[src/rtl/control_sequencer.sv]
// control_sequencer: multi-cycle control unit for the CPU datapath.
// Fetches an instruction, decodes the IR returned by the datapath, and then
// steps register-register ALU instructions (binary and unary) and HALT.
// All enables are decoded from the current state and the IR fields. While
// clear is low every output is forced to zero, including the T0 decode.
module control_sequencer #(
  parameter int WAIT_MAX = 15,
  parameter int NREG     = 16
) (
  input  logic            clock,
  input  logic            clear,
  input  logic            run,
  input  logic            mem_ready,
  input  logic [31:0]     IR,
  output logic [NREG-1:0] Rin,
  output logic [NREG-1:0] Rout,
  output logic            PCout,
  output logic            PCin,
  output logic            MARin,
  output logic            MDRin,
  output logic            MDRout,
  output logic            IRin,
  output logic            Yin,
  output logic            MDMuxread,
  output logic            mem_read,
  output logic            IncPC,
  output logic            Zhighin,
  output logic            Zlowin,
  output logic            Zhighout,
  output logic            Zlowout,
  output logic            HIin,
  output logic            LOin,
  output logic [12:0]     alu_op,
  output logic            halted,
  output logic            fault
);

  // The wait counter only has to hold 0..WAIT_MAX-1; the cycle that would
  // reach WAIT_MAX goes to FAULT instead of incrementing.
  localparam int CW = (WAIT_MAX < 2) ? 1 : $clog2(WAIT_MAX);
  localparam logic [CW-1:0] WAIT_LAST = CW'(WAIT_MAX - 1);
  localparam logic [NREG-1:0] REG_ONE = NREG'(1);

  localparam logic [4:0] OP_ADD  = 5'b00011;
  localparam logic [4:0] OP_SUB  = 5'b00100;
  localparam logic [4:0] OP_AND  = 5'b00101;
  localparam logic [4:0] OP_OR   = 5'b00110;
  localparam logic [4:0] OP_SHR  = 5'b00111;
  localparam logic [4:0] OP_SHRA = 5'b01000;
  localparam logic [4:0] OP_SHL  = 5'b01001;
  localparam logic [4:0] OP_ROR  = 5'b01010;
  localparam logic [4:0] OP_ROL  = 5'b01011;
  localparam logic [4:0] OP_MUL  = 5'b01111;
  localparam logic [4:0] OP_DIV  = 5'b10000;
  localparam logic [4:0] OP_NEG  = 5'b10001;
  localparam logic [4:0] OP_NOT  = 5'b10010;
  localparam logic [4:0] OP_HALT = 5'b11011;

  // Bit positions inside the one-hot alu_op vector.
  localparam int ALU_ADD  = 0;
  localparam int ALU_SUB  = 1;
  localparam int ALU_MUL  = 2;
  localparam int ALU_DIV  = 3;
  localparam int ALU_AND  = 4;
  localparam int ALU_OR   = 5;
  localparam int ALU_SHR  = 6;
  localparam int ALU_SHRA = 7;
  localparam int ALU_SHL  = 8;
  localparam int ALU_ROR  = 9;
  localparam int ALU_ROL  = 10;
  localparam int ALU_NEG  = 11;
  localparam int ALU_NOT  = 12;

  typedef enum logic [3:0] {
    S_T0,
    S_T1,
    S_T2,
    S_T3,
    S_T4,
    S_T5,
    S_T6,
    S_HALT,
    S_FAULT
  } state_t;

  state_t        state_q, state_d;
  logic [CW-1:0] cnt_q, cnt_d;

  logic [4:0]      opcode;
  logic [3:0]      ra, rb, rc;
  logic [NREG-1:0] ra_onehot, rb_onehot, rc_onehot;
  logic [12:0]     op_bits;
  logic            is_binary, is_unary, is_muldiv, is_halt;
  logic            unused_ir_bits;

  assign opcode = IR[31:27];
  assign ra     = IR[26:23];
  assign rb     = IR[22:19];
  assign rc     = IR[18:15];

  assign ra_onehot = REG_ONE << ra;
  assign rb_onehot = REG_ONE << rb;
  assign rc_onehot = REG_ONE << rc;

  // The low IR bits carry immediates that this unit never looks at.
  assign unused_ir_bits = ^IR[14:0];

  // Classify the opcode and pick its ALU strobe; unknown opcodes are NOPs.
  always_comb begin
    op_bits   = '0;
    is_binary = 1'b0;
    is_unary  = 1'b0;
    is_muldiv = 1'b0;
    is_halt   = 1'b0;
    case (opcode)
      OP_ADD:  begin op_bits[ALU_ADD]  = 1'b1; is_binary = 1'b1; end
      OP_SUB:  begin op_bits[ALU_SUB]  = 1'b1; is_binary = 1'b1; end
      OP_AND:  begin op_bits[ALU_AND]  = 1'b1; is_binary = 1'b1; end
      OP_OR:   begin op_bits[ALU_OR]   = 1'b1; is_binary = 1'b1; end
      OP_SHR:  begin op_bits[ALU_SHR]  = 1'b1; is_binary = 1'b1; end
      OP_SHRA: begin op_bits[ALU_SHRA] = 1'b1; is_binary = 1'b1; end
      OP_SHL:  begin op_bits[ALU_SHL]  = 1'b1; is_binary = 1'b1; end
      OP_ROR:  begin op_bits[ALU_ROR]  = 1'b1; is_binary = 1'b1; end
      OP_ROL:  begin op_bits[ALU_ROL]  = 1'b1; is_binary = 1'b1; end
      OP_MUL: begin
        op_bits[ALU_MUL] = 1'b1;
        is_binary        = 1'b1;
        is_muldiv        = 1'b1;
      end
      OP_DIV: begin
        op_bits[ALU_DIV] = 1'b1;
        is_binary        = 1'b1;
        is_muldiv        = 1'b1;
      end
      OP_NEG:  begin op_bits[ALU_NEG]  = 1'b1; is_unary  = 1'b1; end
      OP_NOT:  begin op_bits[ALU_NOT]  = 1'b1; is_unary  = 1'b1; end
      OP_HALT: is_halt = 1'b1;
      default: ;
    endcase
  end

  // State and wait-counter registers; clear aborts any instruction at once.
  always_ff @(posedge clock or negedge clear) begin
    if (!clear) begin
      state_q <= S_T0;
      cnt_q   <= '0;
    end else begin
      state_q <= state_d;
      cnt_q   <= cnt_d;
    end
  end

  // Next-state and enable decode; outputs stay zero while clear is low.
  always_comb begin
    state_d   = state_q;
    cnt_d     = '0;
    Rin       = '0;
    Rout      = '0;
    PCout     = 1'b0;
    PCin      = 1'b0;
    MARin     = 1'b0;
    MDRin     = 1'b0;
    MDRout    = 1'b0;
    IRin      = 1'b0;
    Yin       = 1'b0;
    MDMuxread = 1'b0;
    mem_read  = 1'b0;
    IncPC     = 1'b0;
    Zhighin   = 1'b0;
    Zlowin    = 1'b0;
    Zhighout  = 1'b0;
    Zlowout   = 1'b0;
    HIin      = 1'b0;
    LOin      = 1'b0;
    alu_op    = '0;
    halted    = 1'b0;
    fault     = 1'b0;
    if (clear) begin
      case (state_q)
        S_T0: begin
          if (run) begin
            PCout   = 1'b1;
            MARin   = 1'b1;
            IncPC   = 1'b1;
            Zlowin  = 1'b1;
            state_d = S_T1;
          end
        end
        S_T1: begin
          Zlowout  = 1'b1;
          mem_read = 1'b1;
          PCin     = (cnt_q == '0);
          if (mem_ready) begin
            MDMuxread = 1'b1;
            MDRin     = 1'b1;
            state_d   = S_T2;
          end else if (cnt_q == WAIT_LAST) begin
            state_d = S_FAULT;
          end else begin
            cnt_d = cnt_q + CW'(1);
          end
        end
        S_T2: begin
          MDRout  = 1'b1;
          IRin    = 1'b1;
          state_d = S_T3;
        end
        S_T3: begin
          if (is_binary) begin
            Rout    = rb_onehot;
            Yin     = 1'b1;
            state_d = S_T4;
          end else if (is_unary) begin
            Rout    = rb_onehot;
            alu_op  = op_bits;
            Zhighin = 1'b1;
            Zlowin  = 1'b1;
            state_d = S_T5;
          end else if (is_halt) begin
            state_d = S_HALT;
          end else begin
            state_d = S_T0;
          end
        end
        S_T4: begin
          Rout    = rc_onehot;
          alu_op  = op_bits;
          Zhighin = 1'b1;
          Zlowin  = 1'b1;
          state_d = S_T5;
        end
        S_T5: begin
          Zlowout = 1'b1;
          if (is_muldiv) begin
            LOin    = 1'b1;
            state_d = S_T6;
          end else begin
            Rin     = ra_onehot;
            state_d = S_T0;
          end
        end
        S_T6: begin
          Zhighout = 1'b1;
          HIin     = 1'b1;
          state_d  = S_T0;
        end
        S_HALT:  halted = 1'b1;
        S_FAULT: fault  = 1'b1;
        default: state_d = S_T0;
      endcase
    end
  end

endmodule

[config.mk]
export PLATFORM = sky130hd
export DESIGN_NAME = control_sequencer
export DESIGN_NICKNAME = d
export VERILOG_FILES = /design/src/rtl/control_sequencer.sv
export SDC_FILE = /design/constraint.sdc
export NUM_CORES = 1
export LEC_CHECK = 0
export ABC_AREA = 0
export CORE_MARGIN = 2
export CORE_UTILIZATION = 30
export CTS_CLUSTER_DIAMETER = 30
export DETAILED_ROUTE_END_ITERATION = 8
export GPL_TIMING_DRIVEN = 1
export PLACE_DENSITY = 0.7
export SYNTH_ARGS = -nofsm -noshare
export SYNTH_HDL_FRONTEND = slang
export SYNTH_SLANG_ARGS = --single-unit
[constraint.sdc]
create_clock -name clock -period 4.65 [get_ports clock]
set_input_delay 0.93 -clock clock [delete_from_list [all_inputs] [get_ports clock]]
set_output_delay 0.93 -clock clock [all_outputs]
set_load 0.01 [all_outputs]
# Word level (Yosys, flattened, before mapping)
# Index checks and enable logic that the tools add are counted.
# totals
wordCells	112
in_bits	36
ff_bits	8
# op_classes
addsub	1
n_mux	72
n_shift	3
n_reduce_logical	8
bitwise_logic	1
eq_ne	25
# ops
operator	count
16-bit 2-to-1 mux	6
1-bit by 4-bit << shifter with 16-bit output, first input constant	3
1-bit 2-to-1 mux	47
13-bit 2-to-1 mux	3
16-bit case mux with 2 select lines	1
4-bit 2-to-1 mux	7
4-bit case mux with 7 select lines	1
13-bit case mux with 2 select lines	1
5-bit by 4-bit equality test with 1-bit output, second input constant	5
5-bit by 3-bit equality test with 1-bit output, second input constant	4
5-bit equality test, second input constant	4
4-bit by 3-bit equality test with 1-bit output, second input constant	4
3-bit 2-to-1 mux	4
11-bit OR reduction	1
4-bit by 2-bit equality test with 1-bit output, second input constant	2
4-bit equality test, second input constant	2
4-bit zero test	2
2-bit OR reduction	4
5-bit by 2-bit equality test with 1-bit output, second input constant	1
4-bit by 1-bit adder with 4-bit output, second input constant	1
4-bit by 1-bit equality test with 1-bit output, second input constant	1
4-bit AND reduction	1
3-bit inequality test, second input constant	1
1-bit case mux with 3 select lines	1
3 further kinds	3

# Depth between registers and ports, before layout
# Gate-level depths: netlist of the first run.
# depth
depth_word	7
ltp_mapped	7
ltp_nobuf	7

# Worst setup path after synthesis of the first run
# No wires, ideal clock.
# synth_path
kind	input to output
start	input IR[27]
end	output Rout[10]
stages	6
slack_ns	1.508
path_buffers	1
t_arrival_ns	2.212
path_cell_list	buf_4 > a21bo_2 > o21ai_1 > a21oi_2 > or3b_4 > o32ai_1
# synth_via
elab_chain_cells	7
word_cells_on_any_way	21
classes_between	eq/ne: 13; mux: 6; reduce/logical: 2
# synth_rtl
item	line_no	text
from (decl)	14	input logic [31:0] IR,
5-bit equality test	115	case (opcode)
2-bit OR reduction (no source line)	-	
1-bit 2-to-1 mux	115	
16-bit 2-to-1 mux	213	end else if (is_unary) begin
16-bit 2-to-1 mux (*)	209	if (is_binary) begin
16-bit case mux with 2 select lines (*)	179	case (state_q)
16-bit 2-to-1 mux (*)	178	if (clear) begin
to (decl)	16	output logic [NREG-1:0] Rout,
# Every way passes the cells marked *; elsewhere a longest branch is shown, timed or not.

# Worst setup path after layout of the first run
# Same ends and word-level chain as after synthesis.

==> results of run 1 <==
cell usage after synthesis (2+ instances only):
| cell | instances |
|---|---|
| a21oi_1 | 6 |
| a22o_1 | 2 |
| a311o_1 | 2 |
| and3_1 | 4 |
| and4b_1 | 2 |
| buf_2 | 5 |
| buf_4 | 6 |
| buf_6 | 2 |
| clkbuf_1 | 3 |
| dfrtp_1 | 8 |
| ha_1 | 3 |
| inv_1 | 7 |
| nand2_1 | 13 |
| nand2b_1 | 15 |
| nand3_1 | 5 |
| nand3b_1 | 2 |
| nand4b_1 | 2 |
| nor2_1 | 42 |
| nor2b_1 | 5 |
| nor3_1 | 12 |
| nor3b_1 | 3 |
| nor4_1 | 12 |
| nor4b_1 | 2 |
| o21a_1 | 8 |
| o21ai_0 | 3 |
| o22ai_1 | 5 |
| o32ai_1 | 2 |
| or2_2 | 2 |
| or3_1 | 4 |
| or3b_4 | 2 |
| or4b_4 | 2 |
| xnor2_1 | 3 |
registers in the layout (all words and copies together) (netlist names):
name,flops
cnt_q,4
state_q,4
worst max path at each step:
stage           start       end  slack [ns]  cells past startpoint
5_1_grt        IR[27]  Rout[10]        0.24                      7
3_5_place_dp   IR[27]   Rout[2]        0.40                      7
4_1_cts        IR[27]  Rout[10]        0.40                      7
2_1_floorplan  IR[27]  Rout[10]        1.51                      6
3_3_place_gp   IR[27]  Rout[10]        0.42                      7
6_report       IR[27]  Rout[10]        0.37                      7
final cells by class:
cell class	instances	area, sq um
tap	67	83.8
sequential	8	200
fill	478	2380
clock buffer	3	41.3
timing repair buffer	87	861
inverter	7	26.3
multi-input combinational	182	1130
power groups by stage:
stage / sequential (uW) / combinational [uW] / clock, uW
6_report: 127 / 298 / 82.9
5_1_grt: 134 / 329 / 90.5
4_1_cts: 127 / 300 / 85.6
3_5_place_dp: 128 / 300 / 0
3_3_place_gp: 127 / 298 / 0
2_1_floorplan: 93.8 / 237 / 0
metal layers:
layer / routed length, microns / global-route usage, % / vias to the layer above
met2: 2030 / 26.8 / 76
met1: 1930 / 20.6 / 806
met4: 63 / 4.04 / 0
met3: 407 / 4.39 / 6
met5: 0 / 0 / -
li1: - / - / 914
metrics by stage:
step	total power [uW]	area (sq um)	setup WS (ns)	utilization, %
2_1_floorplan	331	1460	1.51	-
3_3_place_gp	424	2300	0.419	48.7
6_report	508	2340	0.372	49.5
5_1_grt	553	2340	0.236	49.5
3_5_place_dp	427	2300	0.403	48.7
4_1_cts	513	2340	0.400	49.5
kinds of logic (layout without fill, tap and decap cells):
family / count (synthesis) / in the layout
buf+inv: 24 / 97
fa+ha+maj: 3 / 3
simple gates: 136 / 136
xor+xnor: 4 / 4
compound gates: 38 / 38
mux: 1 / 1
flops: 8 / 8
==> flow_metrics.py, run 1 <==
metrics = {
    "sta": {
        "setup_viol": 0,
        "slew_headroom_pct": 67.5,
        "fmax_ghz": 0.234,
        "min_period_ns": 4.28,
        "post-route-period-util_pct": 92.0,
        "slew_viol_final": 0,
        "finClkSkew_ns": 0.00193,
        "finalSetupTns_ns": 0,
        "rsz0062_at_grt": "no",
        "hold_viol_final": 0,
        "timing.hold.ws_ns": 0.492,
        "tightest_slew_ns": 0.485,
    },
    "critical_path": {
        "worst_setup_path_end_kind": "primary output",
        "critPathKind": "primary input to primary output",
        "timing.rr.end": "state_q[1]",
        "worst-r2r-cell-count": 5,
        "timing.critical_path.buf_inv": 2,
        "critical_path.slowest_cell": "clkdlybuf4s50_1",
        "path_cells": "clkdlybuf4s50_1 -> nand2_2 -> a21oi_1 -> a21oi_2 -> or3b_4 -> o32ai_1 -> clkdlybuf4s50_1",
        "regToRegSetupSlack_ns": 2.79,
        "arrival_ns": 3.35,
        "crit_family": "buffers and inverters",
        "critPathMaxStageDelay_ns": 0.68,
        "cp.required_ns": 3.72,
        "crit_fanout": 10,
        "crit_top_cell": "clkdlybuf4s50_1",
        "reg2reg_from": "state_q[2]",
        "crit_path_start_kind": "primary input",
    },
    "routing": {
        "detail-route-antenna-nets": 0,
        "wl_per_cell_microns": 12.5,
        "drtIter0Drc": 102,
        "num_vias": 1802,
        "drc": 0,
        "first_pass_iters": 4,
        "vias_per_cell": 5.09,
        "wl_microns": 4430,
    },
    "yosys": {
        "synth_compound_area_share_pct": 19.9,
        "syn_area_sq_um": 1460,
        "synth-edff-count": 0,
        "ys_async_sr_fraction_pct": 100,
        "synth_mux_area_share_pct": 0.771,
        "synth.avg_cell_area_sq_um": 6.83,
        "synth_top_cells_by_area": "dfrtp_1 (14%), nor2_1 (11%), nand2b_1 (6.4%)",
        "synth.yosys.seq_area_share_pct": 13.7,
        "synth-simple-area-share_pct": 51.5,
        "synth_area_leader_cell": "dfrtp_1",
        "ys_warn_count": 0,
        "yosysUniqueCellTypes": 52,
        "synthAdderAreaFrac_pct": 2.57,
        "synthXorXnorAreaFrac_pct": 2.40,
        "synth_ff_type": "dfrtp_1",
        "synthesis.nets": 253,
        "ys_seq_elements": 8,
        "synth_top_family_by_area": "simple AND/OR/NAND/NOR gates",
        "synth_top_area_share_pct": 13.7,
        "synthCells": 214,
    },
    "clocking": {
        "root_buffer": "clkbuf_8",
        "htree_levels": 1,
        "cts_setup_buffers": 0,
        "path_clk_slew_ns": 0.04,
        "cts_hold_buf": 0,
        "cts_sinks": 8,
        "cts_resized": 0,
        "cts-buffers-inserted": 3,
        "max-clock-path-buffers": 2,
        "clk_latency_ns": 0.23,
        "cts_tree": "yes",
    },
    "final_layout": {
        "final_cells": 354,
        "nNetsFinal": 328,
        "synthToLayoutAreaGrowth_pct": 60.1,
        "diodes": 0,
        "final_cell_mix": "clkdlybuf4s50_1 (83), nor2_1 (42), nand2b_1 (15), nand2_1 (13)",
        "drive_gt1_share_pct": 7.67,
        "layout_commonest_cell": "clkdlybuf4s50_1",
    },
    "floorplanning": {
        "fp.coreArea_sq_um": 4720,
        "pin_count": 99,
        "die-height_microns": 73.8,
        "start_util_pct": 30.9,
        "die_area_sq_um": 5450,
        "die_x_microns": 73.8,
        "num_rows": 25,
    },
    "power_and_ir_drop": {
        "combPwrFrac_pct": 58.6,
        "peakVddDrop_uv": 121,
        "seqPwrFrac_pct": 25.1,
        "swShare_pct": 43.5,
        "leakage_uw": 0.000798,
        "power_density_nw_per_um2": 217,
        "clkPwrFrac_pct": 16.3,
        "switching_power_uw": 221,
        "p_int_uw": 287,
    },
    "global_routing": {
        "grt_pass1_wl_microns": 7080,
        "grt_max_degree": 28,
        "grt.total_usage_pct": 16.1,
        "antenna_found_initial": 0,
        "overflow": 0,
        "grt_pass1_vias": 1586,
    },
    "worst_hold_path": {
        "worstHoldStart": "cnt_q[0]",
        "holdPathEnd": "cnt_q[0]",
        "min_path_cells": 1,
        "hold_path_class": "flip-flop to flip-flop",
    },
    "job": {
        "cap_viol_max_count": 0,
    },
    "status": {
        "status": "finished clean",
    },
    "placement": {
        "port_buffers": 83,
        "dp_cells": 351,
        "place_hpwl_microns": 3610,
        "gp_congestion": 0.889,
    },
}
Power figures use the tool's default switching activity.
==> run 2, diff against run 1 <==
--- a/config.mk
+++ b/config.mk
@@ -11,7 +11,7 @@
 export CTS_CLUSTER_DIAMETER = 30
 export DETAILED_ROUTE_END_ITERATION = 8
 export GPL_TIMING_DRIVEN = 1
-export PLACE_DENSITY = 0.7
+export PLACE_DENSITY = 0.73
 export SYNTH_ARGS = -nofsm -noshare
 export SYNTH_HDL_FRONTEND = slang
 export SYNTH_SLANG_ARGS = --single-unit
==> run 2 against run 1 <==
Effect of this change:
- register-to-register slack got worse by 0.05 ns
- critical path depth did not move
- largest power group unchanged
- global-route usage decreased by 0.052 points
- setup slack improved by 0.035 ns
==> flow_metrics.py, run 2 (same netlist as run 1, synthesis figures left out) <==
metrics = {
    "final_layout": {
        "diodes": 0,
        "nNetsFinal": 328,
        "synthToLayoutAreaGrowth_pct": 60.1,
        "layout_commonest_cell": "clkdlybuf4s50_1",
        "fin_area_sq_um": 2340,
        "top_regs": "cnt_q (4), state_q (4)",
        "drive_gt1_share_pct": 7.67,
        "final_cell_mix": "clkdlybuf4s50_1 (83), nor2_1 (42), nand2b_1 (15), nand2_1 (13)",
    },
    "critical_path": {
        "worst-r2r-cell-count": 5,
        "cp_num_cells": 7,
        "crit_fanout": 10,
        "critPathMaxStageDelay_ns": 0.67,
        "crit_path_start_kind": "primary input",
        "crit_top_cell": "clkdlybuf4s50_1",
        "crit_family": "buffers and inverters",
        "cp.required_ns": 3.72,
        "critical_path.slowest_cell": "clkdlybuf4s50_1",
        "critPathKind": "primary input to primary output",
        "worst_setup_path_end_kind": "primary output",
        "arrival_ns": 3.31,
        "timing.critical_path.buf_inv": 2,
        "path_cells": "clkdlybuf4s50_1 -> nand2_2 -> a21oi_1 -> a21oi_2 -> or3_1 -> o32ai_1 -> clkdlybuf4s50_1",
    },
    "global_routing": {
        "grt_max_degree": 28,
        "overflow": 0,
        "antenna_found_initial": 0,
        "grt.total_usage_pct": 16.1,
        "grt_pass1_vias": 1551,
        "grt_pass1_wl_microns": 7080,
    },
    "floorplanning": {
        "pin_count": 99,
        "die_area_sq_um": 5450,
        "fp.coreArea_sq_um": 4720,
        "die_x_microns": 73.8,
        "start_util_pct": 30.9,
        "die-height_microns": 73.8,
        "num_rows": 25,
    },
    "power_and_ir_drop": {
        "leakage_uw": 0.000798,
        "peakVddDrop_uv": 123,
        "power_density_nw_per_um2": 218,
    },
    "sta": {
        "hold_viol_final": 0,
        "finalSetupTns_ns": 0,
        "setup_viol": 0,
        "slew_headroom_pct": 67.9,
        "finClkSkew_ns": 0.000585,
        "fmax_ghz": 0.236,
        "post-route-period-util_pct": 91.3,
        "min_period_ns": 4.24,
        "slew_viol_final": 0,
        "rsz0062_at_grt": "no",
        "tightest_slew_ns": 0.482,
    },
    "clocking": {
        "max-clock-path-buffers": 2,
        "path_clk_slew_ns": 0.04,
        "cts_tree": "yes",
        "root_buffer": "clkbuf_8",
        "cts_hold_buf": 0,
        "cts_resized": 0,
        "clk_latency_ns": 0.22,
        "cts_setup_buffers": 0,
        "cts-buffers-inserted": 3,
        "cts_sinks": 8,
        "htree_levels": 1,
    },
    "routing": {
        "wl_microns": 4540,
        "detail-route-antenna-nets": 0,
        "first_pass_iters": 4,
        "vias_per_cell": 5.15,
        "drc": 0,
        "wl_per_cell_microns": 12.8,
        "num_vias": 1823,
        "drtIter0Drc": 78,
    },
    "job": {
        "cap_viol_max_count": 0,
    },
    "placement": {
        "placed_cell_area_sq_um": 2300,
        "place_hpwl_microns": 3620,
        "port_buffers": 83,
        "gp_congestion": 0.793,
    },
    "status": {
        "status": "finished clean",
    },
    "worst_hold_path": {
        "hold_path_class": "flip-flop to flip-flop",
        "min_path_cells": 1,
    },
}
==> run 2: worst paths after layout <==
kind                         endpoint        from  slack (ns)
setup / recovery              Rout[2]      IR[27]        0.41
hold / removal               cnt_q[0]    cnt_q[0]        0.47
setup reg to reg           state_q[1]  state_q[0]        2.74
hold reg to reg              cnt_q[0]    cnt_q[0]        0.47
max in group asynchronous  state_q[0]       clear        3.34
min in group asynchronous    cnt_q[3]       clear        1.10
==> run 2: report_power, final <==
part | leakage (uW) | internal (uW) | switching [uW]
Combinational | 0.000668 | 148 | 153
Clock | 0.0000216 | 56.0 | 25.9
Sequential | 0.000108 | 83.5 | 43.9
Total | 0.000798 | 287 | 223
==> run 2: area by class of cell <==
cell class	count	area [sq um]
clock buffer	3	41.3
sequential	8	200
tap	67	83.8
inverter	7	26.3
fill	479	2380
multi-input combinational	182	1130
timing repair buffer	87	861
==> run 2: metrics by stage <==
step           setup slack [ns]  hold slack (ns)  power [uW]  utilization (%)  instances
2_1_floorplan              1.51            0.453         331                -        214
3_3_place_gp              0.437            0.472         425             48.7        351
3_5_place_dp              0.420            0.477         427             48.7        351
4_1_cts                   0.410            0.482         513             49.5        354
5_1_grt                   0.270            0.510         551             49.5        354
6_report                  0.407            0.474         510             49.5        354
==> run 2: metal layers <==
layer | global-route usage, % | routed length, microns | vias to the layer above
li1 | - | - | 918
met1 | 21.5 | 2000 | 831
met2 | 27.0 | 2170 | 70
met3 | 3.16 | 343 | 4
met4 | 3.03 | 31 | 0
met5 | 0 | 0 | -
